$ cat src/rtl/fifo_drain_ctrl_pkg.sv
// Shared types and constants for the SDMAC FIFO drain path.
// State encoding, FIFO geometry and byte-lane constants.
package sdmac_fifo_pkg;

    localparam int FIFO_DEPTH_LOG2 = 3;
    localparam int BYTES_PER_WORD  = 4;

    typedef logic [1:0] lane_t;

    localparam lane_t LANE_FIRST = lane_t'(0);
    localparam lane_t LANE_LAST  = lane_t'(BYTES_PER_WORD - 1);

    typedef enum logic [2:0] {
        DRAIN_IDLE,
        DRAIN_SETUP,
        DRAIN_STROBE,
        DRAIN_HOLD,
        DRAIN_ADVANCE
    } drain_state_t;

endpackage

$ cat src/rtl/fifo_drain_ctrl_if.sv
// Drain-side handshake bundle between the FIFO drain sequencer and its
// surroundings. FLUSH exists only when FIFO_DRAIN_FLUSH_EN is defined.
interface fifo_drain_ctrl_if #(
    parameter int DEPTH_LOG2 = 3
);

    logic                  EN;
    logic                  FIFOEMPTY;
    logic                  DREQ_;
    logic                  DACK_;
    logic                  SWE_;
    logic [1:0]            BYTE_SEL;
    logic [DEPTH_LOG2-1:0] RD_PTR;
    logic                  DECFIFO;
    logic                  BUSY;
`ifdef FIFO_DRAIN_FLUSH_EN
    logic                  FLUSH;

    modport master (
        input  EN, FIFOEMPTY, DREQ_, FLUSH,
        output DACK_, SWE_, BYTE_SEL, RD_PTR, DECFIFO, BUSY
    );

    modport slave (
        output EN, FIFOEMPTY, DREQ_, FLUSH,
        input  DACK_, SWE_, BYTE_SEL, RD_PTR, DECFIFO, BUSY
    );
`else
    modport master (
        input  EN, FIFOEMPTY, DREQ_,
        output DACK_, SWE_, BYTE_SEL, RD_PTR, DECFIFO, BUSY
    );

    modport slave (
        output EN, FIFOEMPTY, DREQ_,
        input  DACK_, SWE_, BYTE_SEL, RD_PTR, DECFIFO, BUSY
    );
`endif

endinterface

$ cat src/rtl/sdmac_sync2.sv
// Generic two-flop synchroniser with a per-instance reset value.
// Used for the asynchronous SCSI DREQ_ and reusable for other inputs.
module sdmac_sync2 #(
    parameter int WIDTH = 1
) (
    input  logic             clk,
    input  logic             rst_n,
    input  logic [WIDTH-1:0] rst_val,
    input  logic [WIDTH-1:0] d,
    output logic [WIDTH-1:0] q
);

    logic [WIDTH-1:0] meta_q;
    logic [WIDTH-1:0] sync_q;

    // Two-stage capture; reset parks both stages at the inactive level.
    always_ff @(posedge clk or negedge rst_n) begin
        if (!rst_n) begin
            meta_q <= rst_val;
            sync_q <= rst_val;
        end else begin
            meta_q <= d;
            sync_q <= meta_q;
        end
    end

    assign q = sync_q;

endmodule

$ cat src/rtl/fifo_drain_ctrl.sv
// FIFO drain sequencer: sends each longword to the SCSI chip as 4 bytes.
// Optional macro FIFO_DRAIN_FLUSH_EN adds FLUSH to drop a partial word.
module fifo_drain_ctrl
    import sdmac_fifo_pkg::*;
#(
    parameter int DEPTH_LOG2 = FIFO_DEPTH_LOG2,
    parameter int STROBE_CYC = 2
) (
    input  logic              CLK,
    input  logic              RST_FIFO_,
    fifo_drain_ctrl_if.master bus
);

    localparam logic [2:0] STROBE_LOAD = 3'(STROBE_CYC - 1);

    drain_state_t          state_q, state_d;
    logic [2:0]            cnt_q, cnt_d;
    lane_t                 byte_sel_q, byte_sel_d;
    logic [DEPTH_LOG2-1:0] rd_ptr_q, rd_ptr_d;
    logic                  dack_q, dack_d;
    logic                  swe_q, swe_d;
    logic                  decfifo_q, decfifo_d;
    logic                  busy_q, busy_d;
    logic                  dreq_n_s;
    logic                  dreq_s;
    logic                  start_go;
    logic                  flush_go;

    sdmac_sync2 #(
        .WIDTH (1)
    ) u_dreq_sync (
        .clk     (CLK),
        .rst_n   (RST_FIFO_),
        .rst_val (1'b1),
        .d       (bus.DREQ_),
        .q       (dreq_n_s)
    );

    assign dreq_s = ~dreq_n_s;

    // A pulse still in flight means FIFOEMPTY is stale; wait one cycle.
    assign start_go = bus.EN & ~bus.FIFOEMPTY & dreq_s & ~decfifo_q;

`ifdef FIFO_DRAIN_FLUSH_EN
    assign flush_go = bus.FLUSH & bus.EN & (byte_sel_q != LANE_FIRST);
`else
    assign flush_go = 1'b0;
`endif

    // Next-state, lane/pointer advance and registered output values.
    always_comb begin
        state_d    = state_q;
        cnt_d      = cnt_q;
        byte_sel_d = byte_sel_q;
        rd_ptr_d   = rd_ptr_q;
        decfifo_d  = 1'b0;
        unique case (state_q)
            DRAIN_IDLE: begin
                if (flush_go) begin
                    decfifo_d  = 1'b1;
                    rd_ptr_d   = rd_ptr_q + 1'b1;
                    byte_sel_d = LANE_FIRST;
                end else if (start_go) begin
                    state_d = DRAIN_SETUP;
                end
            end
            DRAIN_SETUP: begin
                state_d = DRAIN_STROBE;
                cnt_d   = STROBE_LOAD;
            end
            DRAIN_STROBE: begin
                if (cnt_q == 3'd0) begin
                    state_d = DRAIN_HOLD;
                end else begin
                    cnt_d = cnt_q - 3'd1;
                end
            end
            DRAIN_HOLD: begin
                state_d    = DRAIN_ADVANCE;
                byte_sel_d = byte_sel_q + 2'd1;
                if (byte_sel_q == LANE_LAST) begin
                    decfifo_d = 1'b1;
                    rd_ptr_d  = rd_ptr_q + 1'b1;
                end
            end
            DRAIN_ADVANCE: begin
                state_d = DRAIN_IDLE;
            end
            default: begin
                state_d = DRAIN_IDLE;
            end
        endcase
        dack_d = ~((state_d == DRAIN_SETUP) ||
                   (state_d == DRAIN_STROBE) ||
                   (state_d == DRAIN_HOLD));
        swe_d  = (state_d != DRAIN_STROBE);
        busy_d = (state_d != DRAIN_IDLE);
    end

    // State and output registers; reset aborts any byte in progress.
    always_ff @(posedge CLK or negedge RST_FIFO_) begin
        if (!RST_FIFO_) begin
            state_q    <= DRAIN_IDLE;
            cnt_q      <= 3'd0;
            byte_sel_q <= LANE_FIRST;
            rd_ptr_q   <= '0;
            dack_q     <= 1'b1;
            swe_q      <= 1'b1;
            decfifo_q  <= 1'b0;
            busy_q     <= 1'b0;
        end else begin
            state_q    <= state_d;
            cnt_q      <= cnt_d;
            byte_sel_q <= byte_sel_d;
            rd_ptr_q   <= rd_ptr_d;
            dack_q     <= dack_d;
            swe_q      <= swe_d;
            decfifo_q  <= decfifo_d;
            busy_q     <= busy_d;
        end
    end

    assign bus.DACK_    = dack_q;
    assign bus.SWE_     = swe_q;
    assign bus.BYTE_SEL = byte_sel_q;
    assign bus.RD_PTR   = rd_ptr_q;
    assign bus.DECFIFO  = decfifo_q;
    assign bus.BUSY     = busy_q;

endmodule

$ cat src/flat_wrapper.sv
// flat-port wrapper written by rule: the top's interface ports become plain ports
module fifo_drain_ctrl_flat import sdmac_fifo_pkg::*;
#(
    parameter int DEPTH_LOG2 = FIFO_DEPTH_LOG2,
    parameter int STROBE_CYC = 2
)
  (CLK, RST_FIFO_, bus_EN, bus_FIFOEMPTY, bus_DREQ_, bus_DACK_, bus_SWE_, bus_BYTE_SEL, bus_RD_PTR, bus_DECFIFO, bus_BUSY);
  fifo_drain_ctrl_if #(.DEPTH_LOG2(DEPTH_LOG2)) bus_i ();
  input  logic CLK;
  input  logic RST_FIFO_;
  input wire logic [$bits(bus_i.EN)-1:0] bus_EN;
  input wire logic [$bits(bus_i.FIFOEMPTY)-1:0] bus_FIFOEMPTY;
  input wire logic [$bits(bus_i.DREQ_)-1:0] bus_DREQ_;
  output wire logic [$bits(bus_i.DACK_)-1:0] bus_DACK_;
  output wire logic [$bits(bus_i.SWE_)-1:0] bus_SWE_;
  output wire logic [$bits(bus_i.BYTE_SEL)-1:0] bus_BYTE_SEL;
  output wire logic [$bits(bus_i.RD_PTR)-1:0] bus_RD_PTR;
  output wire logic [$bits(bus_i.DECFIFO)-1:0] bus_DECFIFO;
  output wire logic [$bits(bus_i.BUSY)-1:0] bus_BUSY;
  assign bus_i.EN = bus_EN;
  assign bus_i.FIFOEMPTY = bus_FIFOEMPTY;
  assign bus_i.DREQ_ = bus_DREQ_;
  assign bus_DACK_ = bus_i.DACK_;
  assign bus_SWE_ = bus_i.SWE_;
  assign bus_BYTE_SEL = bus_i.BYTE_SEL;
  assign bus_RD_PTR = bus_i.RD_PTR;
  assign bus_DECFIFO = bus_i.DECFIFO;
  assign bus_BUSY = bus_i.BUSY;
  fifo_drain_ctrl #(.DEPTH_LOG2(DEPTH_LOG2), .STROBE_CYC(STROBE_CYC)) u_core (.CLK(CLK), .RST_FIFO_(RST_FIFO_), .bus(bus_i));
endmodule
$ cat config.mk
export PLATFORM = sky130hd
export DESIGN_NAME = fifo_drain_ctrl_flat
export DESIGN_NICKNAME = d
export VERILOG_FILES = /design/src/rtl/fifo_drain_ctrl_pkg.sv /design/src/rtl/fifo_drain_ctrl_if.sv /design/src/rtl/sdmac_sync2.sv /design/src/rtl/fifo_drain_ctrl.sv /design/src/flat_wrapper.sv
export SDC_FILE = /design/constraint.sdc
export NUM_CORES = 1
export LEC_CHECK = 0
export CAP_MARGIN = 30
export CORE_MARGIN = 1
export CORE_UTILIZATION = 53
export CTS_CLUSTER_SIZE = 8
export DETAILED_ROUTE_END_ITERATION = 8
export PLACE_DENSITY = 0.81
export RECOVER_POWER = 50
export SETUP_SLACK_MARGIN = 0.02
export SLEW_MARGIN = 20
export SYNTH_ARGS = -nofsm -noshare
export SYNTH_HDL_FRONTEND = slang
export SYNTH_SLANG_ARGS = --single-unit
$ cat constraint.sdc
create_clock -name CLK -period 3.1 [get_ports CLK]
set_input_delay 0.93 -clock CLK [delete_from_list [all_inputs] [get_ports CLK]]
set_output_delay 0.93 -clock CLK [all_outputs]
set_load 0.01 [all_outputs]
=== Word-level counts from Yosys, hierarchy flattened ===
Cells that the tools add are included.

* Register bits after elaboration: 17
* Latch bits: 0
* Memory bits (writable): 0
* Bits in read-only memories: 0
* Logic and storage cells: 44
* Memories kept: 0

* $add $sub $neg: 3
* Multiply operators: 0
* Div/mod/pow operators: 0
* $lt $le $gt $ge: 0
* Eq/ne operators: 9
* Shifts and indexed selects: 0
* Muxes and demuxes: 7
* Bitwise gates (word level): 7
* Reduce and logical (&&, ||, !) cells: 8

{| class="wikitable"
|+ Operators with widths
! operator !! count
|-
| 3-bit by 2-bit == test with 1-bit output (second input constant) || 4
|-
| 3-bit one-hot mux with 4 select lines || 1
|-
| 3-bit 2-to-1 mux || 3
|-
| 3-bit by 1-bit == test with 1-bit output (second input constant) || 2
|-
| 3-bit logical NOT || 2
|-
| 3-bit one-hot mux with 2 select lines || 1
|-
| 1-bit NOT || 4
|-
| 2-bit AND reduction || 2
|-
| 3-bit by 1-bit adder with 3-bit output (second input constant) || 1
|-
| 1-bit AND || 3
|-
| 3-bit by 2-bit != test with 1-bit output (second input constant) || 1
|-
| 3-bit nonzero test || 1
|-
| 3-bit by 1-bit subtractor with 3-bit output (second input constant) || 1
|-
| 2-bit by 1-bit adder with 2-bit output (second input constant) || 1
|-
| 2-bit == test (second input constant) || 1
|-
| 1-bit logical OR || 2
|-
| 1-bit 2-to-1 mux || 2
|-
| 2-bit != test (second input constant) || 1
|-
| 2-bit nonzero test || 1
|}

=== Depth between registers and ports, before layout ===
Gate-level depths: netlist of run 1.

* Word-level depth: 10
* Mapped depth: 5
* Depth with buffers taken out: 5

=== Worst setup path before layout of run 1 ===
OpenSTA, ideal clock, no wires.

* Path kind: input to register
* Start point: in bus_FIFOEMPTY
* End point: reg u_core.dack_q (netlist: u_core.bus.DACK_)
* Setup time: 82 ps
* Arrival: 1547 ps
* Required time: 3018 ps
* Setup slack: 1471 ps
* Stages: 3
* Cell sequence: nor4b_2 > nor3_1 > a211o_1

* Cells in the longest elaborated chain, start to end: 10
* Elaborated cells on any way between the ends: 12
* Those cells by class: 3 x eq/ne; 2 x mux; 5 x bitwise; 2 x reduce/logical

{| class="wikitable"
|+ Ends and longest elaborated chain
! item !! RTL line !! text
|-
| start, declared || flat_wrapper.sv:12 || <nowiki>input wire logic [$bits(bus_i.FIFOEMPTY)-1:0] bus_FIFOEMPTY;</nowiki>
|-
| 1-bit NOT (*) || fifo_drain_ctrl.sv:42 || <nowiki>assign start_go = bus.EN & ~bus.FIFOEMPTY & dreq_s & ~decfifo_q;</nowiki>
|-
| 1-bit AND (*) (3 in a row) || fifo_drain_ctrl.sv:42 ||
|-
| 3-bit 2-to-1 mux (*) || fifo_drain_ctrl.sv:63 || <nowiki>end else if (start_go) begin</nowiki>
|-
| 3-bit one-hot mux with 4 select lines (*) || fifo_drain_ctrl.sv:57 || <nowiki>unique case (state_q)</nowiki>
|-
| 3-bit by 1-bit == test with 1-bit output / 3-bit by 2-bit == test with 1-bit output (equally long branches) || fifo_drain_ctrl.sv:93, fifo_drain_ctrl.sv:94 ||
|-
| 1-bit logical OR || fifo_drain_ctrl.sv:93 || <nowiki>dack_d = ~((state_d == DRAIN_SETUP) ||</nowiki>
|-
| 1-bit logical OR (*) || fifo_drain_ctrl.sv:94 || <nowiki>(state_d == DRAIN_STROBE) ||</nowiki>
|-
| 1-bit NOT (*) || fifo_drain_ctrl.sv:93 ||
|-
| named net u_core.dack_d || fifo_drain_ctrl.sv:20 || <nowiki>logic dack_q, dack_d;</nowiki>
|-
| end signal, assigned || fifo_drain_ctrl.sv:116 || <nowiki>dack_q <= dack_d;</nowiki>
|-
| end, declared || fifo_drain_ctrl.sv:20 ||
|}

The timed path passes the listed nets; every way through them passes the cells marked *.
A chain may end at the register's enable or synchronous reset.

=== Final worst setup path of run 1 ===
* Start point: reg u_core.dack_q (netlist: u_core.bus.DACK_)
* End point: out bus_DACK_

{| class="wikitable"
|+ RTL lines
! item !! RTL line !! text
|-
| end, declared || flat_wrapper.sv:14 || <nowiki>output wire logic [$bits(bus_i.DACK_)-1:0] bus_DACK_;</nowiki>
|}

No word-level cell between the ends.

==> qor.csv, run 1 <==
metric,value,unit
syn_nets,73,
worstPathRequired,2.17,ns
cts_setup_buffers,0,
worstReg2RegEnd,u_core.bus.BYTE_SEL[1],
synth_seq_cells,17,
ios,14,
p_int,525,uW
numCtsBuffers,3,
first_pass_iters,4,
endpoint,bus_DACK_,
area_delta_synth_final,18.5,%
tns,0,ns
rows,13,
synth_edf_count,0,
outcome,"finished, final reports clean",
cp.arrival,1.32,ns
ff2ff_path_depth,3,
hp-class,register to register,
grt_pass1_vias,442,
dpl.hpwl,917,um
crit_chain,clkdlybuf4s50_1,
cts_tree,yes,
syn_area,769,um^2
holdCritStartpoint,u_core.u_dreq_sync.meta_q,
antenna_found_initial,0,
timing.fmax,0.445,GHz
r2r-start,u_core.state_q[0],
grt_overflow,0,
die_y,40.1,um
cp.depth,1,
start_util,57.7,%
pwr-share-comb,38.6,%
seq_area,430,um^2
worstSkewPairLatency,0.28,ns
synth_cells,64,
peakVddDrop,0.444,mV
coreArea,1330,um^2
reg2reg_slack,1.62,ns
cts_resized,0,
crit_path_top_delay_cell,dfstp_2,
slowest_delay,0.52,ns
slew_violations,0,
synthArstFlopShare,100,%
grt_max_degree,18,
utilization,68.4,%
rsz0062_at_grt,false,
tightest_slew,0.724,ns
drive_gt1_share,11.7,%
yosys_warnings,0,
critPathCaptureType,output pin,
htreeDepth,1,
clock_power_share,14.1,%
path_max_fanout,1,
post-route-period-util,72.5,%
p_per_area,883,nW/um^2
pwr-share-seq,47.2,%
slew_headroom,51.6,%
critPathLaunchType,register,
via_per_inst,5.34,
multi_input_area,295,um^2
cts_root_buf,clkbuf_4,
synth_flop_cell,dfrtp_1,
synth_cell_types,31,
fin_nets,87,
finalWirelength,1.26,mm
n_fill_cell,106,
vias,491,
fin_skew,0.00310,ns
swShare,34.8,%
chipWidth,40.1,um
period_minus_slack,2.25,ns
hold_buffers,0,
crit_buf_inv,1,
die-area,1610,um^2
avgRoutedWirePerCell,13.7,um
ant_nets,0,
clockBufferDepth,2,
synth.yosys.seq_area_share,55.9,%
p_switching,281,uW
antenna_cells,0,
cap_violations,0,
avgSynthCellArea,12.0,um^2
drc_errors,0,
p_leak,0.000418,uW
dr.first_iter.drc_count,4,
crit_type,register to output pin,
grt_pass1_wl,1.93,mm
crit_path_start,u_core.bus.DACK_,
critical-path-top-delay-family,flip-flops,
gp_congestion,0.820,
grt_use_total,19.2,%
io_buffers,13,
cts.sinks,17,
hold_violations,0,
setup_violations,0,
path_clk_slew,0.09,ns
[metal layers]
layer	wire, um	share of wire [%]	global-route usage, %
met4	0	0	8.62
met3	53	4.2	5.00
met1	612	48	25.9
met2	597	47	28.6
met5	0	0	0
[Yosys cell counts, types with 2 or more instances]
library cell  instances  area [um^2]
nand2b_1              3         18.8
ha_1                  4         50.1
nand3_1               2         10.0
a21oi_1               2         10.0
xor2_1                2         17.5
buf_2                 2         10.0
inv_1                 3         11.3
dfstp_2               4          105
nor3_1                2         10.0
o21ai_0               2         10.0
nor2_1                3         11.3
nor2b_1               2         12.5
dfrtp_1              13          325
nand2_1               3         11.3
[state kept, by name, indices dropped and copies added (netlist names)]
| name | flops |
|---|---|
| u_core.cnt_q | 3 |
| u_core.state_q | 3 |
| u_core.bus.BUSY | 1 |
| u_core.bus.SWE_ | 1 |
| u_core.bus.RD_PTR | 3 |
| u_core.u_dreq_sync.q | 1 |
| u_core.bus.DECFIFO | 1 |
| u_core.u_dreq_sync.meta_q | 1 |
| u_core.bus.BYTE_SEL | 2 |
| u_core.bus.DACK_ | 1 |
[layout by cell type (no fill, tap or decap), drive strengths merged, types with 3 or more instances in the layout]
master,n
nand2,3
clkbuf,4
clkdlybuf4s50,11
ha,4
inv,3
dfstp,4
nor2,3
dfrtp,13
nand2b,3
[through the flow]
step / hold slack, ns / cell area [um^2] / worst slack, ns / power [uW] / instances
after global routing: 0.376 / 912 / 0.795 / 875 / 92
after detailed placement: 0.356 / 890 / 0.962 / 699 / 88
final: 0.365 / 912 / 0.853 / 806 / 92
after floorplan: 0.345 / 769 / 1.47 / 571 / 64
after global placement: 0.347 / 890 / 0.999 / 677 / 88
after CTS: 0.368 / 916 / 0.848 / 812 / 92
[worst register-to-register path, stage by stage (launching register included)]
cell,delay [ns]
dfrtp_1,0.55
nor2b_1,0.21
and2_0,0.25
mux2_2,0.36
[cells by family (layout without fill, tap and decap cells)]
logic type	Yosys count	count (layout)	synth area share [%]
AOI/OAI and AO/OA	9	9	7.81
xor gates and xnor gates	3	3	3.42
adders and majority gates	4	4	6.50
buffers and inverters	7	20	5.20
DFF	17	17	55.9
muxes	3	3	4.71
and+or+nand+nor	21	21	16.4
[cell type report]
class	instances	share of cell area, %
clock buffers	4	2.88
well taps	15	2.06
inverters	3	1.23
flip-flops and latches	17	47.2
multi-input cells	40	32.4
repair buffers	13	14.3
[power by group through the flow]
stage	registers (uW)	logic [uW]	clock network, uW
2_1_floorplan	367	205	0
3_3_place_gp	380	298	0
3_5_place_dp	384	315	0
4_1_cts	379	318	115
5_1_grt	394	355	126
6_report	381	311	114
[how the worst min path moves through the flow]
stage | endpoint | depth (start not counted)
after CTS | u_core.u_dreq_sync.q | 0
after detailed placement | u_core.u_dreq_sync.q | 0
after floorplan | u_core.u_dreq_sync.q | 0
after global placement | u_core.u_dreq_sync.q | 0
after global routing | u_core.u_dreq_sync.q | 0
final | u_core.u_dreq_sync.q | 0
(Power assumes the default switching activity.)
==> run 2: changes to the inputs <==
--- a/config.mk
+++ b/config.mk
@@ -6,11 +6,12 @@
 export NUM_CORES = 1
 export LEC_CHECK = 0
 export CAP_MARGIN = 30
+export CORE_ASPECT_RATIO = 0.8
 export CORE_MARGIN = 1
-export CORE_UTILIZATION = 53
+export CORE_UTILIZATION = 44
 export CTS_CLUSTER_SIZE = 8
 export DETAILED_ROUTE_END_ITERATION = 8
-export PLACE_DENSITY = 0.81
+export PLACE_DENSITY = 0.72
 export RECOVER_POWER = 50
 export SETUP_SLACK_MARGIN = 0.02
 export SLEW_MARGIN = 20
==> constraint.sdc (replaced) <==
create_clock -name CLK -period 1.9 [get_ports CLK]
set_input_delay 0.57 -clock CLK [delete_from_list [all_inputs] [get_ports CLK]]
set_output_delay 0.57 -clock CLK [all_outputs]
set_load 0.01 [all_outputs]
==> qor.csv, run 2 (same netlist as run 1, synthesis figures left out) <==
metric,value,unit,change
chipWidth,48.8,um,+22%
critPathLaunchType,register,,
fin_nets,90,,+3.4%
crit_type,register to output pin,,
dpl.hpwl,975,um,+6.3%
pre_cts_ws,0.157,ns,-0.805 ns
pwr-share-comb,42.1,%,+3.5 points
mostFrequentLayoutCells,"dfrtp_1, clkdlybuf4s50_1, ha_1, dfstp_2",,
holdPathStages,0,,unchanged
hp-class,register to register,,
coreArea,1630,um^2,+22%
r2r-start,u_core.cnt_q[0],,
ios,14,,unchanged
cts.sinks,17,,unchanged
fin_skew,0.00650,ns,+0.00340 ns
drive_gt1_share,13.8,%,+2.1 points
tightest_slew,0.874,ns,+0.150 ns
first_pass_iters,4,,unchanged
antenna_found_initial,0,,unchanged
crit_path_top_delay_cell,clkdlybuf4s50_1,,
vias,528,,+7.5%
timing.fmax,0.554,GHz,
cts_root_buf,clkbuf_4,,
start_util,47.3,%,-10 points
rows,13,,unchanged
grt_overflow,0,,unchanged
fin_ws,0.0950,ns,-0.758 ns
htreeDepth,1,,unchanged
hold_violations,0,,unchanged
die-area,1920,um^2,+19%
rsz0062_at_grt,false,,
gp_congestion,0.747,,-9.0%
slew_violations,0,,unchanged
critical-path-top-delay-family,buffers and inverters,,
peakVddDrop,0.743,mV,+67%
dr.first_iter.drc_count,9,,+5
grt_use_total,16.0,%,-3.2 points
reg2reg_slack,0.50,ns,-1.12 ns
io_buffers,13,,unchanged
clockBufferDepth,2,,unchanged
post-route-period-util,95.0,%,
min_to,u_core.u_dreq_sync.q,,
p_leak,0.000427,uW,+2.2%
slowest_delay,0.55,ns,+0.03 ns
p_switching,458,uW,+63%
ff2ff_path_depth,5,,+2
pwr-share-seq,43.7,%,-3.5 points
period_minus_slack,1.81,ns,
cp.arrival,1.24,ns,-0.08 ns
clock_power_share,14.2,%,about the same
swShare,34.8,%,-0.067 points
numCtsBuffers,3,,unchanged
cap_violations,0,,unchanged
hold_buffers,0,,unchanged
tns,0,ns,unchanged
crit_buf_inv,1,,unchanged
die_y,39.4,um,-1.7%
setup_violations,0,,unchanged
critPathCaptureType,output pin,,
worstPathRequired,1.33,ns,-0.84 ns
whs,0.365,ns,+0.000699 ns
finalWirelength,1.31,mm,+3.9%
worstSkewPairLatency,0.29,ns,about the same
grt_pass1_wl,2.09,mm,+8.2%
crit_chain,clkdlybuf4s50_1,,
antenna_cells,0,,unchanged
avgRoutedWirePerCell,12.9,um,-6.3%
placedInstanceArea,921,um^2,+3.5%
slew_headroom,41.8,%,-9.8 points
area_delta_synth_final,21.8,%,
p_per_area,1410,nW/um^2,+59%
holdCritStartpoint,u_core.u_dreq_sync.meta_q,,
via_per_inst,5.18,,-3.0%
drc_errors,0,,unchanged
path_clk_slew,0.08,ns,about the same
p_int,860,uW,+64%
ant_nets,0,,unchanged
layout_commonest_cell,dfrtp_1,,
cts_tree,yes,,
worstReg2RegEnd,u_core.cnt_q[1],,
final_cell_area,937,um^2,+2.7%
path_max_fanout,3,,+2
outcome,"finished, final reports clean",,
grt_max_degree,18,,unchanged
grt_pass1_vias,462,,+4.5%
[run 2: cell count changes in the layout (fill, tap and decap cells not counted), sizes merged]
cell	previous run	this run
clkbuf	4	6
dlygate4sd2	0	2
clkdlybuf4s50	11	9
buf	0	1
[run 2: worst max path at each step]
stage / cells past startpoint / endpoint / slack (ns) / from
after global routing: 1 / bus_RD_PTR[1] / 0.03 / u_core.bus.RD_PTR[1]
final: 1 / bus_BYTE_SEL[0] / 0.09 / u_core.bus.BYTE_SEL[0]
after CTS: 1 / bus_BYTE_SEL[0] / 0.07 / u_core.bus.BYTE_SEL[0]
after floorplan: 4 / u_core.bus.RD_PTR[1] / 0.58 / u_core.bus.BYTE_SEL[0]
after detailed placement: 4 / u_core.bus.DACK_ / 0.16 / bus_FIFOEMPTY
after global placement: 4 / u_core.bus.DACK_ / 0.17 / bus_FIFOEMPTY
[run 2: power by group through the flow]
stage	combinational, uW	sequential [uW]	clock (uW)
5_1_grt	628	595	211
4_1_cts	570	578	197
3_5_place_dp	579	586	0
2_1_floorplan	334	598	0
6_report	555	576	187
3_3_place_gp	566	580	0
[run 2: metrics by stage]
step | power, uW | cells | util, %
final | 1320 | 102 | 57.6
after CTS | 1340 | 102 | 58.1
after global placement | 1150 | 98 | 56.6
after floorplan | 932 | 64 | -
after detailed placement | 1170 | 98 | 56.6
after global routing | 1430 | 102 | 57.6
[run 2: final cells by class]
cell class                      instances  area [um^2]
Fill cell                             149          689
Sequential cell                        17          430
Multi-Input combinational cell         40          299
Timing Repair Buffer                   16          143
Tap cell                               22         27.5
Clock buffer                            4         26.3
Inverter                                3         11.3
[run 2: layer usage]
| metal | global-route usage [%] | vias up | share of wire, % |
|---|---|---|---|
| met4 | 4.41 | 0 | 0 |
| met1 | 20.7 | 257 | 48 |
| met2 | 24.3 | 17 | 46 |
| met3 | 6.98 | 0 | 6.7 |
| met5 | 0 | - | 0 |
| li1 | - | 254 | - |
[run 2: what timing repair did]
| action | in CTS | in global routing |
|---|---|---|
| buffers inserted | 0 | 0 |
| setup endpoints to repair | 2 | 0 |
| gates resized for setup | 2 | 0 |
==> run 3: changes to the inputs <==
--- a/config.mk
+++ b/config.mk
@@ -9,7 +9,7 @@
 export CORE_ASPECT_RATIO = 0.8
 export CORE_MARGIN = 1
 export CORE_UTILIZATION = 44
-export CTS_CLUSTER_SIZE = 8
+export CTS_CLUSTER_SIZE = 25
 export DETAILED_ROUTE_END_ITERATION = 8
 export PLACE_DENSITY = 0.72
 export RECOVER_POWER = 50
==> results of run 3 <==
The final DEF is identical to that of run 2; final timing and power are the same.
